File: src/rtl/falling_piece_controller_pkg.sv
// Shared types and geometry constants for the falling-piece controller.
// Pixel coordinates are unsigned 10-bit; every move is one square edge.
package tetris_pkg;

    typedef logic [9:0] coord_t;

    localparam coord_t SQ_SIZE = 10'd20;
    localparam coord_t FLOOR_Y = 10'd460;
    localparam coord_t X_MIN   = 10'd200;
    localparam coord_t X_MAX   = 10'd380;

    typedef enum logic [1:0] {
        WAIT_SPAWN,
        FALL,
        LANDED
    } piece_state_t;

endpackage

File: src/rtl/falling_piece_controller_if.sv
// Spawn/gravity/move bundle between the shape generator, board and piece controller.
// Carries hard_drop only when HARD_DROP_EN is defined.
interface falling_piece_controller_if;

    logic                coord;
    tetris_pkg::coord_t  new_square_1x, new_square_1y, new_square_2x, new_square_2y;
    tetris_pkg::coord_t  new_square_3x, new_square_3y, new_square_4x, new_square_4y;
    logic                drop_tick;
    logic                move_left;
    logic                move_right;
    logic [3:0]          blocked_below;
    logic [3:0]          blocked_left;
    logic [3:0]          blocked_right;
`ifdef HARD_DROP_EN
    logic                hard_drop;
`endif
    tetris_pkg::coord_t  sq1x, sq1y, sq2x, sq2y, sq3x, sq3y, sq4x, sq4y;
    logic                active;
    logic                at_bottom, at_bottom2, at_bottom3, at_bottom4;
    logic                lock_pulse;

    modport slave (
`ifdef HARD_DROP_EN
        input  hard_drop,
`endif
        input  coord,
        input  new_square_1x, new_square_1y, new_square_2x, new_square_2y,
        input  new_square_3x, new_square_3y, new_square_4x, new_square_4y,
        input  drop_tick, move_left, move_right,
        input  blocked_below, blocked_left, blocked_right,
        output sq1x, sq1y, sq2x, sq2y, sq3x, sq3y, sq4x, sq4y,
        output active, at_bottom, at_bottom2, at_bottom3, at_bottom4, lock_pulse
    );

    modport master (
`ifdef HARD_DROP_EN
        output hard_drop,
`endif
        output coord,
        output new_square_1x, new_square_1y, new_square_2x, new_square_2y,
        output new_square_3x, new_square_3y, new_square_4x, new_square_4y,
        output drop_tick, move_left, move_right,
        output blocked_below, blocked_left, blocked_right,
        input  sq1x, sq1y, sq2x, sq2y, sq3x, sq3y, sq4x, sq4y,
        input  active, at_bottom, at_bottom2, at_bottom3, at_bottom4, lock_pulse
    );

endinterface

File: src/rtl/piece_move_check.sv
// Combinational legality checks for the current piece: sideways moves and landing.
module piece_move_check #(
    parameter tetris_pkg::coord_t FLOOR_Y = tetris_pkg::FLOOR_Y,
    parameter tetris_pkg::coord_t X_MIN   = tetris_pkg::X_MIN,
    parameter tetris_pkg::coord_t X_MAX   = tetris_pkg::X_MAX
) (
    input  tetris_pkg::coord_t [3:0] sq_x_i,
    input  tetris_pkg::coord_t [3:0] sq_y_i,
    input  logic [3:0]               blocked_below_i,
    input  logic [3:0]               blocked_left_i,
    input  logic [3:0]               blocked_right_i,
    output logic                     can_left_o,
    output logic                     can_right_o,
    output logic [3:0]               land_o
);

    always_comb begin
        can_left_o  = (blocked_left_i == 4'b0000);
        can_right_o = (blocked_right_i == 4'b0000);
        land_o      = '0;
        for (int unsigned i = 0; i < 4; i++) begin
            if (sq_x_i[i] <= X_MIN) can_left_o = 1'b0;
            if (sq_x_i[i] >= X_MAX) can_right_o = 1'b0;
            land_o[i] = (sq_y_i[i] == FLOOR_Y) | blocked_below_i[i];
        end
    end

endmodule

File: src/rtl/falling_piece_controller.sv
// Falling-piece FSM: latches a spawned piece, applies gravity and moves, flags landing.
// Optional HARD_DROP_EN adds a latched hard-drop mode that descends every cycle.
module falling_piece_controller #(
    parameter tetris_pkg::coord_t SQ      = tetris_pkg::SQ_SIZE,
    parameter tetris_pkg::coord_t FLOOR_Y = tetris_pkg::FLOOR_Y,
    parameter tetris_pkg::coord_t X_MIN   = tetris_pkg::X_MIN,
    parameter tetris_pkg::coord_t X_MAX   = tetris_pkg::X_MAX
) (
    input logic                        Clk,
    input logic                        Reset,
    falling_piece_controller_if.slave  bus
);

    import tetris_pkg::*;

    piece_state_t state_q, state_d;
    coord_t [3:0] x_q, x_d, y_q, y_d;
    coord_t [3:0] new_x, new_y;
    logic   [3:0] ab_q, ab_d;
    logic         lock_q, lock_d;
    logic         active;
    logic         can_left, can_right;
    logic   [3:0] land;
    logic         tick, moves_en;

    assign new_x = {bus.new_square_4x, bus.new_square_3x, bus.new_square_2x, bus.new_square_1x};
    assign new_y = {bus.new_square_4y, bus.new_square_3y, bus.new_square_2y, bus.new_square_1y};

    piece_move_check #(
        .FLOOR_Y (FLOOR_Y),
        .X_MIN   (X_MIN),
        .X_MAX   (X_MAX)
    ) u_check (
        .sq_x_i          (x_q),
        .sq_y_i          (y_q),
        .blocked_below_i (bus.blocked_below),
        .blocked_left_i  (bus.blocked_left),
        .blocked_right_i (bus.blocked_right),
        .can_left_o      (can_left),
        .can_right_o     (can_right),
        .land_o          (land)
    );

`ifdef HARD_DROP_EN
    logic hd_q, hd_d;
    // Once latched, the hard-drop flag stands in for drop_tick and locks out moves.
    assign tick     = bus.drop_tick | hd_q;
    assign moves_en = ~hd_q;
`else
    assign tick     = bus.drop_tick;
    assign moves_en = 1'b1;
`endif

    always_ff @(posedge Clk) begin
        if (Reset) state_q <= WAIT_SPAWN;
        else       state_q <= state_d;
    end

    always_comb begin
        state_d = state_q;
        if (bus.coord)                                   state_d = FALL;
        else if (state_q == FALL && tick && (|land))     state_d = LANDED;
    end

    always_comb begin
        active = (state_q == FALL);
    end

    always_comb begin
        x_d    = x_q;
        y_d    = y_q;
        ab_d   = ab_q;
        lock_d = 1'b0;
`ifdef HARD_DROP_EN
        hd_d   = hd_q;
`endif
        if (bus.coord) begin
            x_d  = new_x;
            y_d  = new_y;
            ab_d = '0;
`ifdef HARD_DROP_EN
            hd_d = 1'b0;
`endif
        end else if (state_q == FALL) begin
`ifdef HARD_DROP_EN
            if (bus.hard_drop) hd_d = 1'b1;
`endif
            if (tick) begin
                if (|land) begin
                    ab_d   = land;
                    lock_d = 1'b1;
`ifdef HARD_DROP_EN
                    hd_d   = 1'b0;
`endif
                end else begin
                    for (int unsigned i = 0; i < 4; i++) y_d[i] = y_q[i] + SQ;
                end
            end else if (moves_en && (bus.move_left ^ bus.move_right)) begin
                if (bus.move_left && can_left) begin
                    for (int unsigned i = 0; i < 4; i++) x_d[i] = x_q[i] - SQ;
                end else if (bus.move_right && can_right) begin
                    for (int unsigned i = 0; i < 4; i++) x_d[i] = x_q[i] + SQ;
                end
            end
        end
    end

    always_ff @(posedge Clk) begin
        if (Reset) begin
            x_q    <= '0;
            y_q    <= '0;
            ab_q   <= '0;
            lock_q <= 1'b0;
`ifdef HARD_DROP_EN
            hd_q   <= 1'b0;
`endif
        end else begin
            x_q    <= x_d;
            y_q    <= y_d;
            ab_q   <= ab_d;
            lock_q <= lock_d;
`ifdef HARD_DROP_EN
            hd_q   <= hd_d;
`endif
        end
    end

    assign bus.sq1x       = x_q[0];
    assign bus.sq1y       = y_q[0];
    assign bus.sq2x       = x_q[1];
    assign bus.sq2y       = y_q[1];
    assign bus.sq3x       = x_q[2];
    assign bus.sq3y       = y_q[2];
    assign bus.sq4x       = x_q[3];
    assign bus.sq4y       = y_q[3];
    assign bus.at_bottom  = ab_q[0];
    assign bus.at_bottom2 = ab_q[1];
    assign bus.at_bottom3 = ab_q[2];
    assign bus.at_bottom4 = ab_q[3];
    assign bus.lock_pulse = lock_q;
    assign bus.active     = active;

endmodule

File: src/flat_wrapper.sv
// flat-port wrapper written by rule: the top's interface ports become plain ports
module falling_piece_controller_flat import tetris_pkg::*;
#(
    parameter tetris_pkg::coord_t SQ      = tetris_pkg::SQ_SIZE,
    parameter tetris_pkg::coord_t FLOOR_Y = tetris_pkg::FLOOR_Y,
    parameter tetris_pkg::coord_t X_MIN   = tetris_pkg::X_MIN,
    parameter tetris_pkg::coord_t X_MAX   = tetris_pkg::X_MAX
)
  (Clk, Reset, bus_coord, bus_new_square_1x, bus_new_square_1y, bus_new_square_2x, bus_new_square_2y, bus_new_square_3x, bus_new_square_3y, bus_new_square_4x, bus_new_square_4y, bus_drop_tick, bus_move_left, bus_move_right, bus_blocked_below, bus_blocked_left, bus_blocked_right, bus_sq1x, bus_sq1y, bus_sq2x, bus_sq2y, bus_sq3x, bus_sq3y, bus_sq4x, bus_sq4y, bus_active, bus_at_bottom, bus_at_bottom2, bus_at_bottom3, bus_at_bottom4, bus_lock_pulse);
  falling_piece_controller_if bus_i ();
  input logic Clk;
  input logic Reset;
  input wire logic [$bits(bus_i.coord)-1:0] bus_coord;
  input wire logic [$bits(bus_i.new_square_1x)-1:0] bus_new_square_1x;
  input wire logic [$bits(bus_i.new_square_1y)-1:0] bus_new_square_1y;
  input wire logic [$bits(bus_i.new_square_2x)-1:0] bus_new_square_2x;
  input wire logic [$bits(bus_i.new_square_2y)-1:0] bus_new_square_2y;
  input wire logic [$bits(bus_i.new_square_3x)-1:0] bus_new_square_3x;
  input wire logic [$bits(bus_i.new_square_3y)-1:0] bus_new_square_3y;
  input wire logic [$bits(bus_i.new_square_4x)-1:0] bus_new_square_4x;
  input wire logic [$bits(bus_i.new_square_4y)-1:0] bus_new_square_4y;
  input wire logic [$bits(bus_i.drop_tick)-1:0] bus_drop_tick;
  input wire logic [$bits(bus_i.move_left)-1:0] bus_move_left;
  input wire logic [$bits(bus_i.move_right)-1:0] bus_move_right;
  input wire logic [$bits(bus_i.blocked_below)-1:0] bus_blocked_below;
  input wire logic [$bits(bus_i.blocked_left)-1:0] bus_blocked_left;
  input wire logic [$bits(bus_i.blocked_right)-1:0] bus_blocked_right;
  output wire logic [$bits(bus_i.sq1x)-1:0] bus_sq1x;
  output wire logic [$bits(bus_i.sq1y)-1:0] bus_sq1y;
  output wire logic [$bits(bus_i.sq2x)-1:0] bus_sq2x;
  output wire logic [$bits(bus_i.sq2y)-1:0] bus_sq2y;
  output wire logic [$bits(bus_i.sq3x)-1:0] bus_sq3x;
  output wire logic [$bits(bus_i.sq3y)-1:0] bus_sq3y;
  output wire logic [$bits(bus_i.sq4x)-1:0] bus_sq4x;
  output wire logic [$bits(bus_i.sq4y)-1:0] bus_sq4y;
  output wire logic [$bits(bus_i.active)-1:0] bus_active;
  output wire logic [$bits(bus_i.at_bottom)-1:0] bus_at_bottom;
  output wire logic [$bits(bus_i.at_bottom2)-1:0] bus_at_bottom2;
  output wire logic [$bits(bus_i.at_bottom3)-1:0] bus_at_bottom3;
  output wire logic [$bits(bus_i.at_bottom4)-1:0] bus_at_bottom4;
  output wire logic [$bits(bus_i.lock_pulse)-1:0] bus_lock_pulse;
  assign bus_i.coord = bus_coord;
  assign bus_i.new_square_1x = bus_new_square_1x;
  assign bus_i.new_square_1y = bus_new_square_1y;
  assign bus_i.new_square_2x = bus_new_square_2x;
  assign bus_i.new_square_2y = bus_new_square_2y;
  assign bus_i.new_square_3x = bus_new_square_3x;
  assign bus_i.new_square_3y = bus_new_square_3y;
  assign bus_i.new_square_4x = bus_new_square_4x;
  assign bus_i.new_square_4y = bus_new_square_4y;
  assign bus_i.drop_tick = bus_drop_tick;
  assign bus_i.move_left = bus_move_left;
  assign bus_i.move_right = bus_move_right;
  assign bus_i.blocked_below = bus_blocked_below;
  assign bus_i.blocked_left = bus_blocked_left;
  assign bus_i.blocked_right = bus_blocked_right;
  assign bus_sq1x = bus_i.sq1x;
  assign bus_sq1y = bus_i.sq1y;
  assign bus_sq2x = bus_i.sq2x;
  assign bus_sq2y = bus_i.sq2y;
  assign bus_sq3x = bus_i.sq3x;
  assign bus_sq3y = bus_i.sq3y;
  assign bus_sq4x = bus_i.sq4x;
  assign bus_sq4y = bus_i.sq4y;
  assign bus_active = bus_i.active;
  assign bus_at_bottom = bus_i.at_bottom;
  assign bus_at_bottom2 = bus_i.at_bottom2;
  assign bus_at_bottom3 = bus_i.at_bottom3;
  assign bus_at_bottom4 = bus_i.at_bottom4;
  assign bus_lock_pulse = bus_i.lock_pulse;
  falling_piece_controller #(.SQ(SQ), .FLOOR_Y(FLOOR_Y), .X_MIN(X_MIN), .X_MAX(X_MAX)) u_core (.Clk(Clk), .Reset(Reset), .bus(bus_i));
endmodule
File: config.mk
export PLATFORM = sky130hd
export DESIGN_NAME = falling_piece_controller_flat
export DESIGN_NICKNAME = d
export VERILOG_FILES = /design/src/rtl/falling_piece_controller_pkg.sv /design/src/rtl/falling_piece_controller_if.sv /design/src/rtl/piece_move_check.sv /design/src/rtl/falling_piece_controller.sv /design/src/flat_wrapper.sv
export SDC_FILE = /design/constraint.sdc
export NUM_CORES = 1
export LEC_CHECK = 0
export BUFFER_PORTS_ARGS = -buffer_cell sky130_fd_sc_hd__buf_2
export CAP_MARGIN = 20
export CORE_AREA = 2 2 130 132
export DETAILED_ROUTE_END_ITERATION = 6
export DIE_AREA = 0 0 132 134
export PLACE_DENSITY_LB_ADDON = 0.25
export SLEW_MARGIN = 20
export SYNTH_ARGS = -nofsm -noshare
export SYNTH_HDL_FRONTEND = slang
export SYNTH_SLANG_ARGS = --single-unit
File: constraint.sdc
create_clock -name Clk -period 10.4 [get_ports Clk]
set_input_delay 1.56 -clock Clk [delete_from_list [all_inputs] [get_ports Clk]]
set_output_delay 1.56 -clock Clk [all_outputs]
set_load 0.1 [all_outputs]
* Yosys cells after proc, flatten, opt, wreduce, memory -nomap -nowiden
Cells that the tools add are included. Widths: inputs -> output; s select.
Cells by class: add/subtract/negate cells 12, order comparisons 8, equal/unequal tests 7, multiplexer cells 21, bitwise logic cells 7, reductions and logical operators 17
Operators by type and width (count):
- $mux 40 | 10
- $add 10x5->10 const B | 8
- $eq 10x9->1 const B | 4
- $ge 10x9->1 const B | 4
- $le 10x8->1 const B | 4
- $sub 10x5->10 const B | 4
- $mux 1 | 11
- $logic_not 4->1 | 2
- $reduce_bool 2->1 | 4
- $reduce_or 4->1 | 2
- $reduce_and 3->1 | 2
- $logic_and 1x1->1 | 4
- $ne 2x2->1 const B | 2
- $or 1x1->1 | 4
- $reduce_and 4->1 | 1
- $reduce_bool 3->1 | 1
- $eq 2x1->1 const B | 1
- $not 1->1 | 2
- $reduce_or 2->1 | 1
- $xor 1x1->1 | 1
Storage, ports and cells: bits in registers 87, input bits 98, output and inout bits 86, logic and storage cells 84

* Logic depth before layout (Yosys ltp)
Gate-level depths: netlist (run 1).
depth in word-level cells 12, depth in mapped cells 13, gate-level depth less buffers 13

* Hierarchy
From an unflattened synthesis (run 1), not the netlist that was laid out.
Second synthesis, totals: cells, all modules 689, area total of the unflattened synthesis 5534.1 sq um
Modules (own cells, without submodules):
- falling_piece_controller | instances 1, cells an instance 641, area an instance 5201.2 sq um, seq. area each 1741.7 sq um
- piece_move_check | instances 1, cells an instance 48, area an instance 332.8 sq um, seq. area each 0.0 sq um

* Worst setup path after synthesis (run 1)
Ideal clock, no wire load.
path type input-to-reg, start input bus_blocked_left[1], end register u_core.x_q, in the netlist u_core.bus.sq4x[8], library setup time 91 ps, arrival 5095 ps, setup slack 5214 ps, stages on the path 13, path buffers 0, cells stage by stage nor4_1 nand2_1 a21o_1 nor3b_2 inv_1 ha_1 nor2b_1 o21ai_0 a21boi_0 o21ai_0 a21oi_1 a311o_1 a311oi_1
Between the ends: longest elaborated chain between the ends 11, elaborated cells between the ends (all ways) 13
Ends and longest elaborated chain:
- start, declared | line flat_wrapper.sv:26 | input wire logic [$bits(bus_i.blocked_left)-1:0] bus_blocked_left;
- $logic_not 4->1 (*) | line piece_move_check.sv:18 | can_left_o = (blocked_left_i == 4'b0000);
- $mux 1 (*) (4 in series) | line piece_move_check.sv:22 | if (sq_x_i[i] <= X_MIN) can_left_o = 1'b0;
- $logic_and 1x1->1 (*) | line falling_piece_controller.sv:99 | if (bus.move_left && can_left) begin
- $mux 40 | line falling_piece_controller.sv:99
- $mux 40 | line falling_piece_controller.sv:98 | end else if (moves_en && (bus.move_left ^ bus.move_right)) begin
- $mux 40 | line falling_piece_controller.sv:88 | if (tick) begin
- $mux 40 | line falling_piece_controller.sv:84 | end else if (state_q == FALL) begin
- $mux 40 | line falling_piece_controller.sv:77 | if (bus.coord) begin
- end signal, assigned | line falling_piece_controller.sv:110 | x_q <= '0;
- end signal, assigned | line falling_piece_controller.sv:118 | x_q <= x_d;
- end, declared | line falling_piece_controller.sv:17 | coord_t [3:0] x_q, x_d, y_q, y_d;
Mark *: on every way between the ends. The rest lies on a longest branch, timed or not. The select of a mux whose other input is x is not followed. A chain may end at the register's enable or synchronous reset.

* Worst setup path in the final report (run 1)
Ends and elaborated chain as after synthesis.

==> results of run 1 <==
[metal layers]
metal | wire length, um | GRT usage
met1 | 7559 | 0.2357
met2 | 7244 | 0.2920
met3 | 1078 | 0.04913
met4 | 316 | 0.06824
met5 | 0 | 0
[registers in the layout (all words and copies together) (netlist names)]
| name | cells |
|---|---|
| u_core.state_q | 2 |
| u_core.bus.sq2x | 10 |
| u_core.bus.lock_pulse | 1 |
| u_core.ab_q | 4 |
| u_core.bus.sq4y | 10 |
| u_core.bus.sq3x | 10 |
| u_core.bus.sq1y | 10 |
| u_core.bus.sq1x | 10 |
| u_core.bus.sq2y | 10 |
| u_core.bus.sq3y | 10 |
| u_core.bus.sq4x | 10 |
[power breakdown]
| group | switching (mW) | leakage [nW] | internal (mW) | total, mW |
|---|---|---|---|---|
| Clock | 0.155 | 0.143 | 0.189 | 0.344 |
| Combinational | 0.218 | 2.29 | 0.0656 | 0.283 |
| Sequential | 0.0263 | 0.720 | 0.354 | 0.380 |
[critical path, stage by stage]
cell and delay, ps:
buf_2 90, nor4_1 260, nand2_1 100, a21o_1 220, nor3b_4 170, buf_4 330
inv_1 270, ha_1 400, nor2b_1 140, o21ai_0 210, a21boi_0 120, o21ai_0 230
a21oi_1 100, a311o_1 320, a311oi_1 260
[stage by stage]
stage	util	setup slack, ps	hold slack [ps]	total power [mW]
finish	0.4103	5869	478.2	1.007
global route	0.4102	5491	501.1	1.047
CTS	0.4102	5876	478.9	1.016
detailed placement	0.3914	5553	460.5	0.6712
global placement	0.3914	5583	452.7	0.6716
floorplan	-	5214	441.0	0.6067
[worst max-delay path by stage]
stage | from | to | depth (start not counted)
after floorplan | bus_blocked_left[1] | u_core.bus.sq4x[8] | 13
after global placement | bus_blocked_left[1] | u_core.bus.sq4x[8] | 15
after detailed placement | bus_blocked_left[1] | u_core.bus.sq4x[8] | 15
after CTS | bus_blocked_left[1] | u_core.bus.sq4x[8] | 15
after global routing | bus_blocked_left[1] | u_core.bus.sq2x[8] | 15
final | bus_blocked_left[1] | u_core.bus.sq4x[8] | 15
[cell families (layout without fill, tap and decap cells)]
family / after synthesis / count (layout) / synth area share
adder cells (fa/ha/maj): 32 / 32 / 0.08115
flip-flops: 87 / 87 / 0.3284
AND/OR/NAND/NOR: 191 / 191 / 0.1838
AO/OA/AOI/OAI: 164 / 164 / 0.2140
other: 0 / 1 / 0
XOR/XNOR: 47 / 47 / 0.07761
buffers and inverters: 66 / 234 / 0.05190
multiplexers: 33 / 33 / 0.06322
[layout make-up]
| cell class | instances | share of cell area |
|---|---|---|
| inverter | 30 | 0.01685 |
| multi-input combinational | 467 | 0.4927 |
| tap | 220 | 0.04118 |
| clock buffer | 9 | 0.03370 |
| sequential | 87 | 0.2606 |
| antenna | 1 | 0.0003744 |
| clock inverter | 7 | 0.01198 |
| timing repair buffer | 188 | 0.1426 |
[synthesized netlist by cell type (5+ instances only)]
cell / n / area [um2]
ha_1: 28 / 350.3
o21bai_1: 6 / 45.04
o21ai_0: 21 / 105.1
nor2b_1: 6 / 37.54
inv_1: 30 / 112.6
clkbuf_1: 25 / 93.84
a311o_1: 5 / 50.05
or3_1: 5 / 31.28
a211oi_1: 32 / 240.2
dfxtp_1: 87 / 1742
xor2_1: 15 / 131.4
a31oi_1: 11 / 68.82
nand4_1: 9 / 56.30
mux2i_1: 29 / 290.3
a21o_1: 13 / 97.59
a21oi_1: 33 / 165.2
nor4b_1: 7 / 61.31
xnor2_1: 32 / 280.3
nand2_1: 49 / 183.9
a311oi_1: 12 / 105.1
nor2_1: 78 / 292.8
nor3_1: 8 / 40.04
==> impl_metrics.py, run 1 <==
metrics = {
    "outcome": {
        "outcome": "finished clean",
    },
    "synth": {
        "ys_ff_latch": 87,
        "synth.net_count": 750,
        "synth-main-ff-cell": "dfxtp_1",
        "synthesis.instances": 620,
        "ys.warnings.count": 0,
        "netlist-cell-type-count": 57,
        "syn_area_um2": 5304,
        "synth_enable_flop_cells": 0,
        "yosysSeqAreaShare": 0.3284,
        "synthArstFlopShare": 0,
        "avgSynthCellArea_um2": 8.555,
    },
    "min_path": {
        "holdPathStages": 2,
        "hold_start": "u_core.state_q[1]",
        "min_to": "u_core.state_q[1]",
        "hp-class": "flip-flop to flip-flop",
    },
    "routing": {
        "num_vias": 5099,
        "firstDrtPassIters": 4,
        "wl_per_cell_um": 16.05,
        "drt_iter0_drc": 243,
        "drc": 0,
        "ant_nets": 0,
        "avgViaCountPerCell": 5.054,
        "routed_wl_um": 16200,
    },
    "finish": {
        "drive_gt1_frac": 0.2766,
        "finalNonFillerCells": 1009,
        "layout_common_cells": "buf_2, dfxtp_1, nor2_1",
        "multi_input_area_um2": 3293,
        "synthToLayoutAreaGrowth_pct": 26.02,
        "nFillCells": 1679,
        "nNetsFinal": 913,
        "layout_commonest_cell": "buf_2",
        "regArea_um2": 1742,
        "design_area_um2": 6684,
    },
    "pwr": {
        "ir_worst_vdd_uv": 88.34,
        "p_per_area_nw_per_um2": 150.7,
        "leakage_nw": 3.149,
    },
    "clocking": {
        "cts_hold_buffers": 0,
        "postCtsSetupBuffers": 0,
        "root_buffer": "clkbuf_16",
        "ctsResizeCount": 0,
        "cts_max_level": 3,
        "cts_tree": "done",
        "clkLatencyLatePin_ps": 360,
        "cts-buffers-inserted": 9,
        "clkSinkCount": 87,
        "path_clk_slew_ps": 70,
        "cts_buffer_depth": 2,
    },
    "flow_run": {
        "maxCapViolations": 0,
    },
    "worst_setup_path": {
        "crit_type": "input port to flip-flop",
        "cp.arrival_ps": 4790,
        "r2r_setup_slack_ps": 6600,
        "r2r_cells": 14,
        "crit_fanout": 25,
        "required_ps": 10660,
        "worst_setup_path_end_kind": "flip-flop",
        "reg2reg_from": "u_core.bus.sq4x[0]",
        "r2r_end": "u_core.bus.sq4x[8]",
        "crit_path_start_kind": "input port",
    },
    "global_routing": {
        "grt_max_degree": 59,
        "first_global_vias": 4981,
        "overflow": 0,
        "antenna_found_initial": 0,
        "gr-usage-all-layers": 0.1824,
        "grt_pass1_wl_um": 25890,
    },
    "floorplan": {
        "fp.dieW_um": 132,
        "rows": 47,
        "core_area_um2": 16290,
        "die_area_um2": 17690,
        "fp.dieH_um": 134,
        "pin_count": 184,
        "start_util": 0.3256,
    },
    "place": {
        "place_area_um2": 6376,
        "portBuffers": 183,
        "routabilityCongestion": 0.9132,
        "dpl.hpwl_um": 11690,
        "dp_cells": 992,
    },
    "sta": {
        "timing.final.crit_share": 0.4357,
        "setup_violations": 0,
        "worstMarginPinSlew_ps": 1032,
        "setup-tns-final_ps": 0,
        "slew_viol_final": 0,
        "fin_crit_ps": 4531,
        "hold_viol_final": 0,
        "skew_ps": 7.327,
        "rsz0062_at_grt": "no",
        "slew_headroom": 0.3117,
        "fmax_ghz": 0.2207,
    },
}
Power figures use the tool's default switching activity.
==> inputs of run 2 (changes only) <==
==> constraint.sdc (replaced) <==
create_clock -name Clk -period 4.01 [get_ports Clk]
set_input_delay 0.6015 -clock Clk [delete_from_list [all_inputs] [get_ports Clk]]
set_output_delay 0.6015 -clock Clk [all_outputs]
set_load 0.1 [all_outputs]
==> impl_metrics.py, run 2 (synthesized netlist as in run 1, its figures left out) <==
metrics = {
    "sta": {
        "timing.final.crit_share": 0.8690,
        "skew_ps": 7.729,
        "rsz0062_at_grt": "no",
        "slew_viol_final": 0,
        "setup-tns-final_ps": 0,
        "fin_crit_ps": 3485,
        "fmax_ghz": 0.2870,
        "hold_viol_final": 0,
        "setup_violations": 0,
        "slew_headroom": 0.3199,
        "worstMarginPinSlew_ps": 1020,
    },
    "routing": {
        "wl_per_cell_um": 16.04,
        "firstDrtPassIters": 4,
        "routed_wl_um": 16260,
        "drc": 0,
        "drt_iter0_drc": 188,
        "ant_nets": 0,
        "avgViaCountPerCell": 5.045,
        "num_vias": 5116,
    },
    "pwr": {
        "ir_worst_vdd_uv": 200.5,
        "p_seq_frac": 0.371,
        "p_per_area_nw_per_um2": 392.9,
        "swShare": 0.3795,
        "leakage_nw": 3.206,
        "p_int_mw": 1.658,
        "total_power_mw": 2.672,
        "p_comb_frac": 0.277,
        "switchingPower_mw": 1.014,
        "clock_power_share": 0.353,
    },
    "finish": {
        "regArea_um2": 1789,
        "layout_commonest_cell": "buf_2",
        "utilization": 0.4175,
        "nNetsFinal": 918,
        "drive_gt1_frac": 0.3283,
        "multi_input_area_um2": 3293,
        "nFillCells": 1650,
        "finalNonFillerCells": 1014,
        "layout_common_cells": "buf_2, nor2_1, nand2_1, dfxtp_1, dfxtp_2",
        "synthToLayoutAreaGrowth_pct": 28.21,
    },
    "outcome": {
        "outcome": "finished clean",
    },
    "clocking": {
        "cts-buffers-inserted": 9,
        "cts_tree": "done",
        "path_clk_slew_ps": 70,
        "root_buffer": "clkbuf_16",
        "cts_buffer_depth": 2,
        "cts_max_level": 3,
        "clkLatencyLatePin_ps": 350,
        "clkSinkCount": 87,
        "ctsResizeCount": 0,
        "cts_hold_buffers": 0,
        "postCtsSetupBuffers": 0,
    },
    "worst_setup_path": {
        "worst_setup_path_end_kind": "flip-flop",
        "cp_common_cell": "o21ai_0",
        "crit_path_start_kind": "flip-flop",
        "required_ps": 4270,
        "crit_type": "flip-flop to flip-flop",
        "worstPathCellList": "o31a_1, o311ai_0, a21o_1, nor3b_4, inv_1, ha_1, nor2b_1, o21ai_0, a21boi_0, o21ai_0, a21oi_1, a311o_1, a311oi_1",
        "critPathMaxStageDelay_ps": 380,
        "cp.arrival_ps": 3740,
        "slowest_stage": "o311ai_0",
        "r2r_setup_slack_ps": 530,
        "crit_fanout": 8,
    },
    "flow_run": {
        "maxCapViolations": 0,
    },
    "global_routing": {
        "antenna_found_initial": 3,
        "overflow": 0,
        "gr-usage-all-layers": 0.1832,
        "first_global_vias": 4870,
        "grt_max_degree": 53,
        "grt_pass1_wl_um": 25780,
    },
    "place": {
        "dp_cells": 997,
        "portBuffers": 183,
        "routabilityCongestion": 0.8229,
        "dpl.hpwl_um": 11970,
    },
    "floorplan": {
        "start_util": 0.3256,
        "fp.dieW_um": 132,
        "die_area_um2": 17690,
        "core_area_um2": 16290,
        "rows": 47,
        "pin_count": 184,
        "fp.dieH_um": 134,
    },
    "min_path": {
        "hp-class": "input port to flip-flop",
    },
}
-- run 2: cell count changes in the layout (fill, tap and decap cells not counted) --
cell / previous run / this run
buf_12: 0 / 1
buf_4: 5 / 9
bufinv_16: 1 / 2
clkbuf_8: 0 / 1
clkinv_2: 0 / 1
clkinvlp_4: 2 / 0
dfxtp_1: 87 / 49
dfxtp_2: 0 / 38
diode_2: 1 / 2
inv_6: 2 / 0
-- run 2: cell type report --
| class | count | area share |
|---|---|---|
| Inverter | 30 | 0.01656 |
| Clock buffer | 10 | 0.03514 |
| Sequential cell | 87 | 0.2631 |
| Multi-Input combinational cell | 467 | 0.4843 |
| Clock inverter | 5 | 0.01214 |
| Timing Repair Buffer | 193 | 0.1476 |
| Tap cell | 220 | 0.04048 |
| Antenna cell | 2 | 0.0007360 |
-- run 2: power by group through the flow --
stage,logic [mW],clock network (mW),registers [mW]
floorplan,0.208,0,1.37
global placement,0.739,0,1.01
detailed placement,0.741,0,1.01
CTS,0.743,0.953,0.990
global route,0.781,0.999,1.00
finish,0.739,0.943,0.990
-- run 2: final timing paths --
kind | end | cells past startpoint | startpoint
max | u_core.bus.sq3x[8] | 13 | u_core.bus.sq2x[2]
min | u_core.bus.sq4x[0] | 3 | bus_new_square_4x[0]
max reg2reg | u_core.bus.sq3x[8] | 13 | u_core.bus.sq2x[2]
min reg2reg | u_core.state_q[0] | 2 | u_core.state_q[0]
-- run 2: layer usage --
metal | global-route usage | part of all wire | vias to the layer above
met5 | 0 | 0.00080 | -
met4 | 0.06643 | 0.020 | 2
met3 | 0.05896 | 0.072 | 25
met2 | 0.2977 | 0.45 | 150
met1 | 0.2278 | 0.46 | 2364
li1 | - | - | 2575
-- run 2: worst max-delay path: cells and delay by family (launching register included) --
family          cells  cell delay, ps
flops               1             330
compound gates      9            2160
buf+inv             1             320
simple gates        2             200
fa+ha+maj           1             360
-- run 2: through the flow --
stage / hold slack [ps] / setup slack [ps] / area, um2
5_1_grt: 481.8 / 208.0 / 6798
4_1_cts: 472.7 / 494.1 / 6795
3_5_place_dp: 473.9 / 433.1 / 6474
3_3_place_gp: 458.0 / 512.1 / 6474
6_report: 480.5 / 525.3 / 6800
2_1_floorplan: 441.0 / 4.972 / 5358
==> inputs of run 3 (changes only) <==
==> constraint.sdc (replaced) <==
create_clock -name Clk -period 4.01 [get_ports Clk]
set_input_delay 0.802 -clock Clk [delete_from_list [all_inputs] [get_ports Clk]]
set_output_delay 0.802 -clock Clk [all_outputs]
set_load 0.1 [all_outputs]
==> impl_metrics.py, run 3 (synthesized netlist as in run 1, its figures left out) <==
metrics = {
    "clocking": {
        "cts_hold_buffers": 0,
        "path_clk_slew_ps": 70,
        "cts_buffer_depth": 2,
        "ctsResizeCount": 0,
        "cts_max_level": 3,
        "clkSinkCount": 87,
        "postCtsSetupBuffers": 0,
        "root_buffer": "clkbuf_16",
        "cts-buffers-inserted": 9,
        "cts_tree": "done",
        "clkLatencyLatePin_ps": 340,
    },
    "finish": {
        "nNetsFinal": 916,
        "synthToLayoutAreaGrowth_pct": 27.29,
        "nFillCells": 1679,
        "layout_common_cells": "buf_2, nor2_1, dfxtp_1",
        "layout_commonest_cell": "buf_2",
        "utilization": 0.4145,
        "drive_gt1_frac": 0.3224,
    },
    "routing": {
        "routed_wl_um": 16350,
        "avgViaCountPerCell": 5.068,
        "ant_nets": 0,
        "drc": 0,
        "firstDrtPassIters": 4,
        "drt_iter0_drc": 218,
        "num_vias": 5134,
        "wl_per_cell_um": 16.14,
    },
    "sta": {
        "slew_headroom": 0.3171,
        "timing.final.crit_share": 0.8488,
        "slew_viol_final": 0,
        "setup_violations": 0,
        "rsz0062_at_grt": "no",
        "setup_ws_ps": 606.4,
        "setup-tns-final_ps": 0,
        "worstMarginPinSlew_ps": 1024,
        "fmax_ghz": 0.2938,
        "fin_crit_ps": 3404,
        "skew_ps": 8.007,
        "hold_viol_final": 0,
    },
    "pwr": {
        "clock_power_share": 0.330,
        "p_int_mw": 1.579,
        "p_comb_frac": 0.286,
        "ir_worst_vdd_uv": 260.0,
        "p_seq_frac": 0.384,
        "p_per_area_nw_per_um2": 382.2,
        "swShare": 0.3881,
        "switchingPower_mw": 1.001,
        "leakage_nw": 3.175,
        "total_power_mw": 2.581,
    },
    "place": {
        "routabilityCongestion": 0.8098,
        "dpl.hpwl_um": 11920,
        "dp_slack_ps": 347.9,
        "portBuffers": 183,
    },
    "min_path": {
        "hp-class": "flip-flop to flip-flop",
        "hold_start": "u_core.state_q[1]",
    },
    "worst_setup_path": {
        "cp_common_cell": "o21ai_0",
        "worst_setup_path_end_kind": "flip-flop",
        "crit_type": "flip-flop to flip-flop",
        "critPathMaxStageDelay_ps": 430,
        "startpoint": "u_core.bus.sq2x[2]",
        "cp.arrival_ps": 3650,
        "worstPathCellList": "o31a_1, o311ai_0, a21o_1, nor3b_4, inv_2, ha_1, nor2b_1, o21ai_0, a21boi_0, o21ai_0, a21oi_1, a311o_1, a311oi_1",
        "required_ps": 4250,
        "crit_path_start_kind": "flip-flop",
        "slowest_stage": "o311ai_0",
        "crit_fanout": 8,
        "reg2reg_from": "u_core.bus.sq2x[2]",
    },
    "floorplan": {
        "pin_count": 184,
        "start_util": 0.3256,
        "die_area_um2": 17690,
        "fp.dieW_um": 132,
        "fp.dieH_um": 134,
        "core_area_um2": 16290,
        "rows": 47,
    },
    "outcome": {
        "outcome": "finished clean",
    },
    "global_routing": {
        "antenna_found_initial": 1,
        "overflow": 0,
        "gr-usage-all-layers": 0.1834,
        "grt_max_degree": 40,
        "first_global_vias": 4957,
        "grt_pass1_wl_um": 25950,
    },
    "flow_run": {
        "maxCapViolations": 0,
    },
}
run 3: changes by cell type in the layout (fill, tap and decap cells not counted), sizes merged:
cell / change
bufinv: -1
buf: -2
clkinvlp: +2
clkbuf: +1
clkinv: -1
run 3: final timing paths:
| check | endpoint | slack [ps] | cells after the start |
|---|---|---|---|
| worst max-delay path | u_core.bus.sq2x[8] | 610 | 13 |
| worst max register to register | u_core.bus.sq2x[8] | 610 | 13 |
| worst min-delay path | u_core.state_q[1] | 480 | 2 |
| worst min register to register | u_core.state_q[1] | 480 | 2 |
run 3: stage by stage:
stage	hold slack, ps	cells	instance area [um2]
5_1_grt	522.9	1012	6749
2_1_floorplan	441.0	620	5354
4_1_cts	481.5	1011	6746
3_3_place_gp	457.8	995	6455
6_report	479.2	1013	6751
3_5_place_dp	465.6	995	6455
run 3: metal layers:
metal / up-vias / global-route usage / share of wire
li1: 2579 / - / -
met2: 167 / 0.2986 / 0.45
met5: - / 0 / 0
met4: 0 / 0.04589 / 0.015
met3: 15 / 0.06803 / 0.077
met1: 2373 / 0.2300 / 0.45
run 3: cell type report:
| type | count | area [um2] | area share |
|---|---|---|---|
| multi-input cells | 467 | 3293 | 0.4878 |
| diodes | 2 | 5.005 | 0.0007413 |
| clock inverters | 5 | 58.81 | 0.008710 |
| well taps | 220 | 275.3 | 0.04077 |
| flip-flops and latches | 87 | 1785 | 0.2645 |
| inverters | 30 | 112.6 | 0.01668 |
| repair buffers | 191 | 988.4 | 0.1464 |
| clock buffers | 11 | 232.7 | 0.03447 |
run 3: power by group through the flow:
stage	clock, mW	combinational [mW]	sequential, mW
global route	0.914	0.780	1.00
floorplan	0	0.208	1.37
finish	0.852	0.737	0.991
CTS	0.880	0.741	0.991
global placement	0	0.739	1.01
detailed placement	0	0.739	1.01
run 3: worst max-delay path: cells and delay by family (launching register included):
family	cells	cell delay [ps]
AO/OA/AOI/OAI	9	2260
buffers and inverters	1	170
adder cells (fa/ha/maj)	1	310
flip-flops	1	340
AND/OR/NAND/NOR	2	210
